==> config.mk <==
export PLATFORM = sky130hd
export DESIGN_NAME = mul_div_unit
export DESIGN_NICKNAME = d
export VERILOG_FILES = /design/src/rtl/mul_div_unit_pkg.sv /design/src/rtl/mdu_divider.sv /design/src/rtl/mul_div_unit.sv
export SDC_FILE = /design/constraint.sdc
export NUM_CORES = 2
export LEC_CHECK = 0
export ABC_AREA = 1
export CAP_MARGIN = 20
export CORE_MARGIN = 2
export CORE_UTILIZATION = 59
export DETAILED_ROUTE_END_ITERATION = 16
export PLACE_DENSITY = 0.79
export SLEW_MARGIN = 20
export SYNTH_ARGS = -nofsm -noshare
export SYNTH_HDL_FRONTEND = slang
export SYNTH_SLANG_ARGS = --single-unit
==> constraint.sdc <==
create_clock -name clk -period 8.05 [get_ports clk]
set_input_delay 0.805 -clock clk [delete_from_list [all_inputs] [get_ports clk]]
set_output_delay 0.805 -clock clk [all_outputs]
set_load 0.02 [all_outputs]
==> src/rtl/mul_div_unit_pkg.sv <==
// Shared op codes, FSM states and helpers for the multiply/divide unit.
package mul_div_unit_pkg;

   localparam int DATA_W = 32;

   typedef enum logic [1:0] {
      MDU_MULT  = 2'b00,
      MDU_MULTU = 2'b01,
      MDU_DIV   = 2'b10,
      MDU_DIVU  = 2'b11
   } mdu_op_e;

   typedef enum logic [2:0] {
      MDU_S_IDLE = 3'd0,
      MDU_S_MUL  = 3'd1,
      MDU_S_DIV  = 3'd2,
      MDU_S_FIX  = 3'd3,
      MDU_S_DONE = 3'd4
   } mdu_state_e;

   // Magnitude of a value, treating it as two's complement only when sgn is set.
   // -32'h80000000 wraps to itself, which is the correct unsigned 2^31.
   function automatic logic [DATA_W-1:0] mdu_mag(input logic [DATA_W-1:0] v, input logic sgn);
      return (sgn && v[DATA_W-1]) ? -v : v;
   endfunction

endpackage

==> src/rtl/mdu_divider.sv <==
// Iterative restoring radix-2 divider core on unsigned magnitudes.
module mdu_divider
   import mul_div_unit_pkg::*;
#(
   parameter int DIV_CYCLES = 32
) (
   input  logic                  clk,
   input  logic                  rst,
   input  logic                  load,
   input  logic                  step,
   input  logic [DIV_CYCLES-1:0] dividend,
   input  logic [DIV_CYCLES-1:0] divisor,
   output logic [DIV_CYCLES-1:0] quot,
   output logic [DIV_CYCLES-1:0] rem,
   output logic                  last
);

   localparam int W  = DIV_CYCLES;
   localparam int CW = (W > 1) ? $clog2(W) : 1;

   logic [2*W-1:0] acc;    // {remainder, quotient}
   logic [W-1:0]   dvsr;
   logic [CW-1:0]  cnt;
   logic [W:0]     diff;

   // Trial subtract on the upper W+1 bits of the shifted accumulator.
   assign diff = acc[2*W-1:W-1] - {1'b0, dvsr};
   assign quot = acc[W-1:0];
   assign rem  = acc[2*W-1:W];
   assign last = (cnt == CW'(W-1));

   // One quotient bit per step; keep the difference when it did not go negative.
   always_ff @(posedge clk) begin
      if (rst) begin
         acc  <= '0;
         dvsr <= '0;
         cnt  <= '0;
      end else if (load) begin
         acc  <= {{W{1'b0}}, dividend};
         dvsr <= divisor;
         cnt  <= '0;
      end else if (step) begin
         cnt <= cnt + 1'b1;
         if (!diff[W])
            acc <= {diff[W-1:0], acc[W-2:0], 1'b1};
         else
            acc <= {acc[2*W-2:0], 1'b0};
      end
   end

endmodule

==> src/rtl/mul_div_unit.sv <==
// Iterative MULT/MULTU/DIV/DIVU unit feeding the HI/LO write ports.
module mul_div_unit
   import mul_div_unit_pkg::*;
#(
   parameter int DIV_CYCLES = 32
) (
   input  logic        clk,
   input  logic        rst,
   input  logic        start_i,
   input  logic [1:0]  op_i,
   input  logic [31:0] opa_i,
   input  logic [31:0] opb_i,
   input  logic        cancel_i,
   output logic        busy_o,
   output logic        hi_we_o,
   output logic [31:0] hi_o,
   output logic        lo_we_o,
   output logic [31:0] lo_o
);

   mdu_state_e  state;
   mdu_op_e     op_q;
   logic [31:0] opa_q, opb_q;
   logic        neg_quot_q, neg_rem_q;
   logic        busy_q, we_q;
   logic [31:0] hi_q, lo_q;

   logic        sgn_in;
   logic [31:0] mag_a, mag_b;
   logic        div_load, div_last;
   logic [31:0] div_quot, div_rem;
   logic [63:0] ext_a, ext_b, prod;

   // Signed DIV works on magnitudes; signs are reapplied in FIX.
   assign sgn_in   = (op_i == MDU_DIV);
   assign mag_a    = mdu_mag(opa_i, sgn_in);
   assign mag_b    = mdu_mag(opb_i, sgn_in);
   assign div_load = (state == MDU_S_IDLE) && start_i && !cancel_i && op_i[1] && (opb_i != '0);

   // Extending to 64 bits makes the low 64 product bits correct for both signednesses.
   assign ext_a = {{32{(op_q == MDU_MULT) & opa_q[31]}}, opa_q};
   assign ext_b = {{32{(op_q == MDU_MULT) & opb_q[31]}}, opb_q};
   assign prod  = ext_a * ext_b;

   mdu_divider #(.DIV_CYCLES(DIV_CYCLES)) u_div (
      .clk      (clk),
      .rst      (rst),
      .load     (div_load),
      .step     (state == MDU_S_DIV),
      .dividend (mag_a),
      .divisor  (mag_b),
      .quot     (div_quot),
      .rem      (div_rem),
      .last     (div_last)
   );

   // Control FSM; results land in hi_q/lo_q only on the edge entering DONE.
   always_ff @(posedge clk) begin
      if (rst) begin
         state      <= MDU_S_IDLE;
         op_q       <= MDU_MULT;
         opa_q      <= '0;
         opb_q      <= '0;
         neg_quot_q <= 1'b0;
         neg_rem_q  <= 1'b0;
         busy_q     <= 1'b0;
         we_q       <= 1'b0;
         hi_q       <= '0;
         lo_q       <= '0;
      end else if (cancel_i) begin
         state  <= MDU_S_IDLE;
         busy_q <= 1'b0;
         we_q   <= 1'b0;
      end else begin
         case (state)
            MDU_S_IDLE: begin
               if (start_i) begin
                  op_q       <= mdu_op_e'(op_i);
                  opa_q      <= opa_i;
                  opb_q      <= opb_i;
                  neg_quot_q <= sgn_in & (opa_i[31] ^ opb_i[31]);
                  neg_rem_q  <= sgn_in & opa_i[31];
                  busy_q     <= 1'b1;
                  if (!op_i[1]) begin
                     state <= MDU_S_MUL;
                  end else if (opb_i == '0) begin
                     hi_q  <= opa_i;
                     lo_q  <= '1;
                     we_q  <= 1'b1;
                     state <= MDU_S_DONE;
                  end else begin
                     state <= MDU_S_DIV;
                  end
               end
            end
            MDU_S_MUL: begin
               hi_q  <= prod[63:32];
               lo_q  <= prod[31:0];
               we_q  <= 1'b1;
               state <= MDU_S_DONE;
            end
            MDU_S_DIV: begin
               if (div_last) state <= MDU_S_FIX;
            end
            MDU_S_FIX: begin
               lo_q  <= neg_quot_q ? -div_quot : div_quot;
               hi_q  <= neg_rem_q  ? -div_rem  : div_rem;
               we_q  <= 1'b1;
               state <= MDU_S_DONE;
            end
            MDU_S_DONE: begin
               we_q   <= 1'b0;
               busy_q <= 1'b0;
               state  <= MDU_S_IDLE;
            end
            default: begin
               we_q   <= 1'b0;
               busy_q <= 1'b0;
               state  <= MDU_S_IDLE;
            end
         endcase
      end
   end

   // A flush arriving during DONE must suppress the write in the same cycle.
   assign busy_o  = busy_q;
   assign hi_we_o = we_q & ~cancel_i;
   assign lo_we_o = we_q & ~cancel_i;
   assign hi_o    = hi_q;
   assign lo_o    = lo_q;

endmodule
==> metrics.txt <==
status=completed; CP peak stage delay=0.87 ns; Reg2Reg Launch Point=opa_q[6]$_SDFFE_PP0P_; final WL=approximately 170000 um; Hold EP=lo_o[27]$_SDFFE_PP0P_; max_slew headroom=a little over a fifth; synth-to-layout area growth=7.41%; Lkg Pwr=between 20 and 30 nW; reg2reg end=hi_o[15]$_SDFFE_PP0P_; worst r2r path cells=27; Synth Register Bits=roughly 240; 1st-iter DRT viols=approximately 4600; max frequency=127 MHz; clock insertion delay at the later pin of the skew report=between 0.5 and 0.6 ns; Final HPWL DP=roughly 140000 um; CTS Sinks=around 240; final setup vio count=0; Hold Crit Class=flop to flop; ys async rst share=0%; distinct cell type count after synthesis=58; Syn Std Cell Area=54500 um2; IO Count=about 140; Initial Utilization=just under 60%; Placeable Area=roughly 90000 um2; total CTS buffers=28; Die Span Y=roughly 310 um; initial antenna violation count=1; Hold Crit Start=lo_o[27]$_SDFFE_PP0P_; WP data required=roughly 8.6 ns; slowest CP cell=dfxtp_1; total chip power=about 0.0085 W; max cap viols=0; WP buf/inv=6; port bufs=136; clk buf depth=3; die area=roughly 95000 um2; CTS tree=built; Pre-antenna DRT Iters=6; syn avg cell area=7.43 um2; Crit Path Class=flop to flop; Internal=0.00404 W; share of cells above drive strength 1=between 4 and 5%; most frequent cells in the layout=inv_1, nand2_1, fa_1; root buf cell=clkbuf_16; Vias=between 40000 and 50000; critical path startpoint category=flop; Switch Pwr=about 0.0045 W; number of buffers inserted by hold repair at cts=0; wire length per cell=slightly above 20 um; Synth Warn #=0; kind of end point of the critical path=flop; most common cell after layout, fill and taps aside=inv_1; most frequent cell on the critical path=fa_1; Clk pin slew, worst setup/hold paths=approximately 0.07 ns; clock power share=between 15 and 20%; die width=between 300 and 400 um; gpl congestion=between 1 and 1.5; worst-margin pin slew=between 1 and 1.5 ns; FP Rows=111; Worst VDD drop=0.137 mV; Comb pwr share=68.6%; EDFF count, synth=0; ys flop type=dfxtp_1; unrepaired setup endpoints after global routing=yes; Tcrit/Tclk final=a little over nine tenths; vias per inst=about 5.6; Layout Utilization=about 64%; largest net degree at the start of global routing=104; sequential area share after synthesis=roughly 8.7%; Sw Share=a little over half; Period minus WS final=7.86 ns; Fill cells=approximately 8100; R2R setup slack=about 0.19 ns; Slew Limit Fails=0; final setup skew=0.0286 ns; Final #Nets=8751; GRT Resource Usage Total=37.6%; cell count after synthesis=7345; Clock H-tree levels=1; hold path cells=2; first-pass GRT wire length=276000 um; Power Density=roughly 150 nW/um2; WP data arrival=8.38 ns; CP max FO=12; syn nets=slightly below 9000; worst hold slack=between 0.4 and 0.5 ns; residual DRC count=0; CP delay by family, top=adder cells; post-route ant nets=0; vias in the first global route=just under 50000; GR Overflow Total=0; Hold Vio Cnt, Final=0; sequential share of power=between 10% and 20%
-- Yosys cell counts (all sizes together) (3+ instances only) --
master,number,share of area [%]
a21oi,319,2.9
o22ai,10,0.11
nand3b,14,0.19
xnor2,27,0.43
a21boi,6,0.083
fa,1126,41
nand3,231,2.1
inv,1852,13
nor2,455,3.2
a221oi,5,0.080
a21o,9,0.12
or2,23,0.26
nor3,59,0.58
a211oi,8,0.13
o221ai,3,0.048
a31oi,47,0.54
o21ai,324,3.0
and3,8,0.092
ha,250,5.7
o211ai,17,0.23
nand2,1790,12
nor4,8,0.092
o21bai,24,0.33
dfxtp,238,8.7
nand4,37,0.42
o31ai,4,0.055
clkbuf,330,2.3
buf,42,0.46
xor2,66,1.1
-- metal layers --
metal	part of all wire (%)	routed length (um)	GRT usage, %	up-vias
met1	39	67900	49.8	23500
li1	-	-	-	21400
met3	8.3	14500	5.24	466
met4	5.8	10100	18.5	2
met2	47	81300	61.1	2322
met5	0.0069	12	0	-
-- repair_timing --
| item | in CTS | in global routing |
|---|---|---|
| endpoints found under the setup margin | 3 | 18 |
| resized for setup | 14 | 28 |
| setup buffers | 0 | 6 |
| cloned | 0 | 1 |
-- worst max-delay path by stage --
stage,startpoint,end,depth (start not counted)
finish,opa_q[6]$_SDFFE_PP0P_,hi_o[15]$_SDFFE_PP0P_,27
floorplan,opa_q[31]$_SDFFE_PP0P_,hi_o[29]$_SDFFE_PP0P_,29
CTS,opa_q[31]$_SDFFE_PP0P_,hi_o[19]$_SDFFE_PP0P_,27
detailed placement,opa_q[17]$_SDFFE_PP0P_,hi_o[15]$_SDFFE_PP0P_,26
global route,opa_q[6]$_SDFFE_PP0P_,hi_o[15]$_SDFFE_PP0P_,27
global placement,opa_q[17]$_SDFFE_PP0P_,hi_o[15]$_SDFFE_PP0P_,26
-- power by group through the flow --
| stage | Sequential, W | Combinational [W] | Clock [W] |
|---|---|---|---|
| 2_1_floorplan | 0.00130 | 0.00385 | 0 |
| 3_3_place_gp | 0.00137 | 0.00562 | 0 |
| 3_5_place_dp | 0.00137 | 0.00573 | 0 |
| 4_1_cts | 0.00134 | 0.00577 | 0.00131 |
| 5_1_grt | 0.00135 | 0.00650 | 0.00136 |
| 6_report | 0.00135 | 0.00583 | 0.00132 |
-- logic make-up (layout without fill, tap and decap cells) --
kind of cell               Yosys count  in the layout  share of synthesized area, %
AOI/OAI and AO/OA                  786            786                          7.81
buffers and inverters             2224           2206                          15.5
other                                0              2                             0
adders and majority gates         1376           1376                          47.1
DFF                                238            238                          8.74
xor gates and xnor gates            93             93                          1.49
and+or+nand+nor                   2628           2628                          19.4
-- flip-flops by register name, summed over array words and instances, names as in the netlist, 2 cells and up --
register,flops
state,3
op_q,2
opa_q,32
hi_o,32
u_div.dvsr,32
lo_o,32
u_div.acc,64
opb_q,32
u_div.cnt,5
-- worst reg2reg max path, delay by kind of cell, from the launching register on --
| kind | cells | cell delay (ns) |
|---|---|---|
| fa+ha+maj | 9 | 4.40 |
| simple gates | 10 | 1.68 |
| flops | 1 | 0.87 |
| compound gates | 2 | 0.50 |
| buf+inv | 6 | 0.37 |
-- per-stage QoR --
step	cells	setup WS [ns]	area [um2]	TNS, ns
finish	8515	0.186	58600	0
global route	8513	-0.00901	58600	-0.00901
CTS	8506	0.0255	58400	0
detailed placement	8454	-0.214	57500	-0.432
global placement	8454	-0.218	57500	-0.440
floorplan	7345	0.565	54500	0
-- cell type report --
type / instances / area [um2] / area share (%)
clock buffers: 43 / 858 / 1.47
inverters: 1852 / 6970 / 11.9
well taps: 1186 / 1480 / 2.53
flip-flops and latches: 238 / 4790 / 8.17
multi-input cells: 4883 / 41400 / 70.7
diodes: 2 / 5.00 / 0.00854
repair inverters: 1 / 7.51 / 0.0128
repair buffers: 301 / 3020 / 5.15
clock inverters: 9 / 60.1 / 0.103
(Power assumes the default switching activity.)
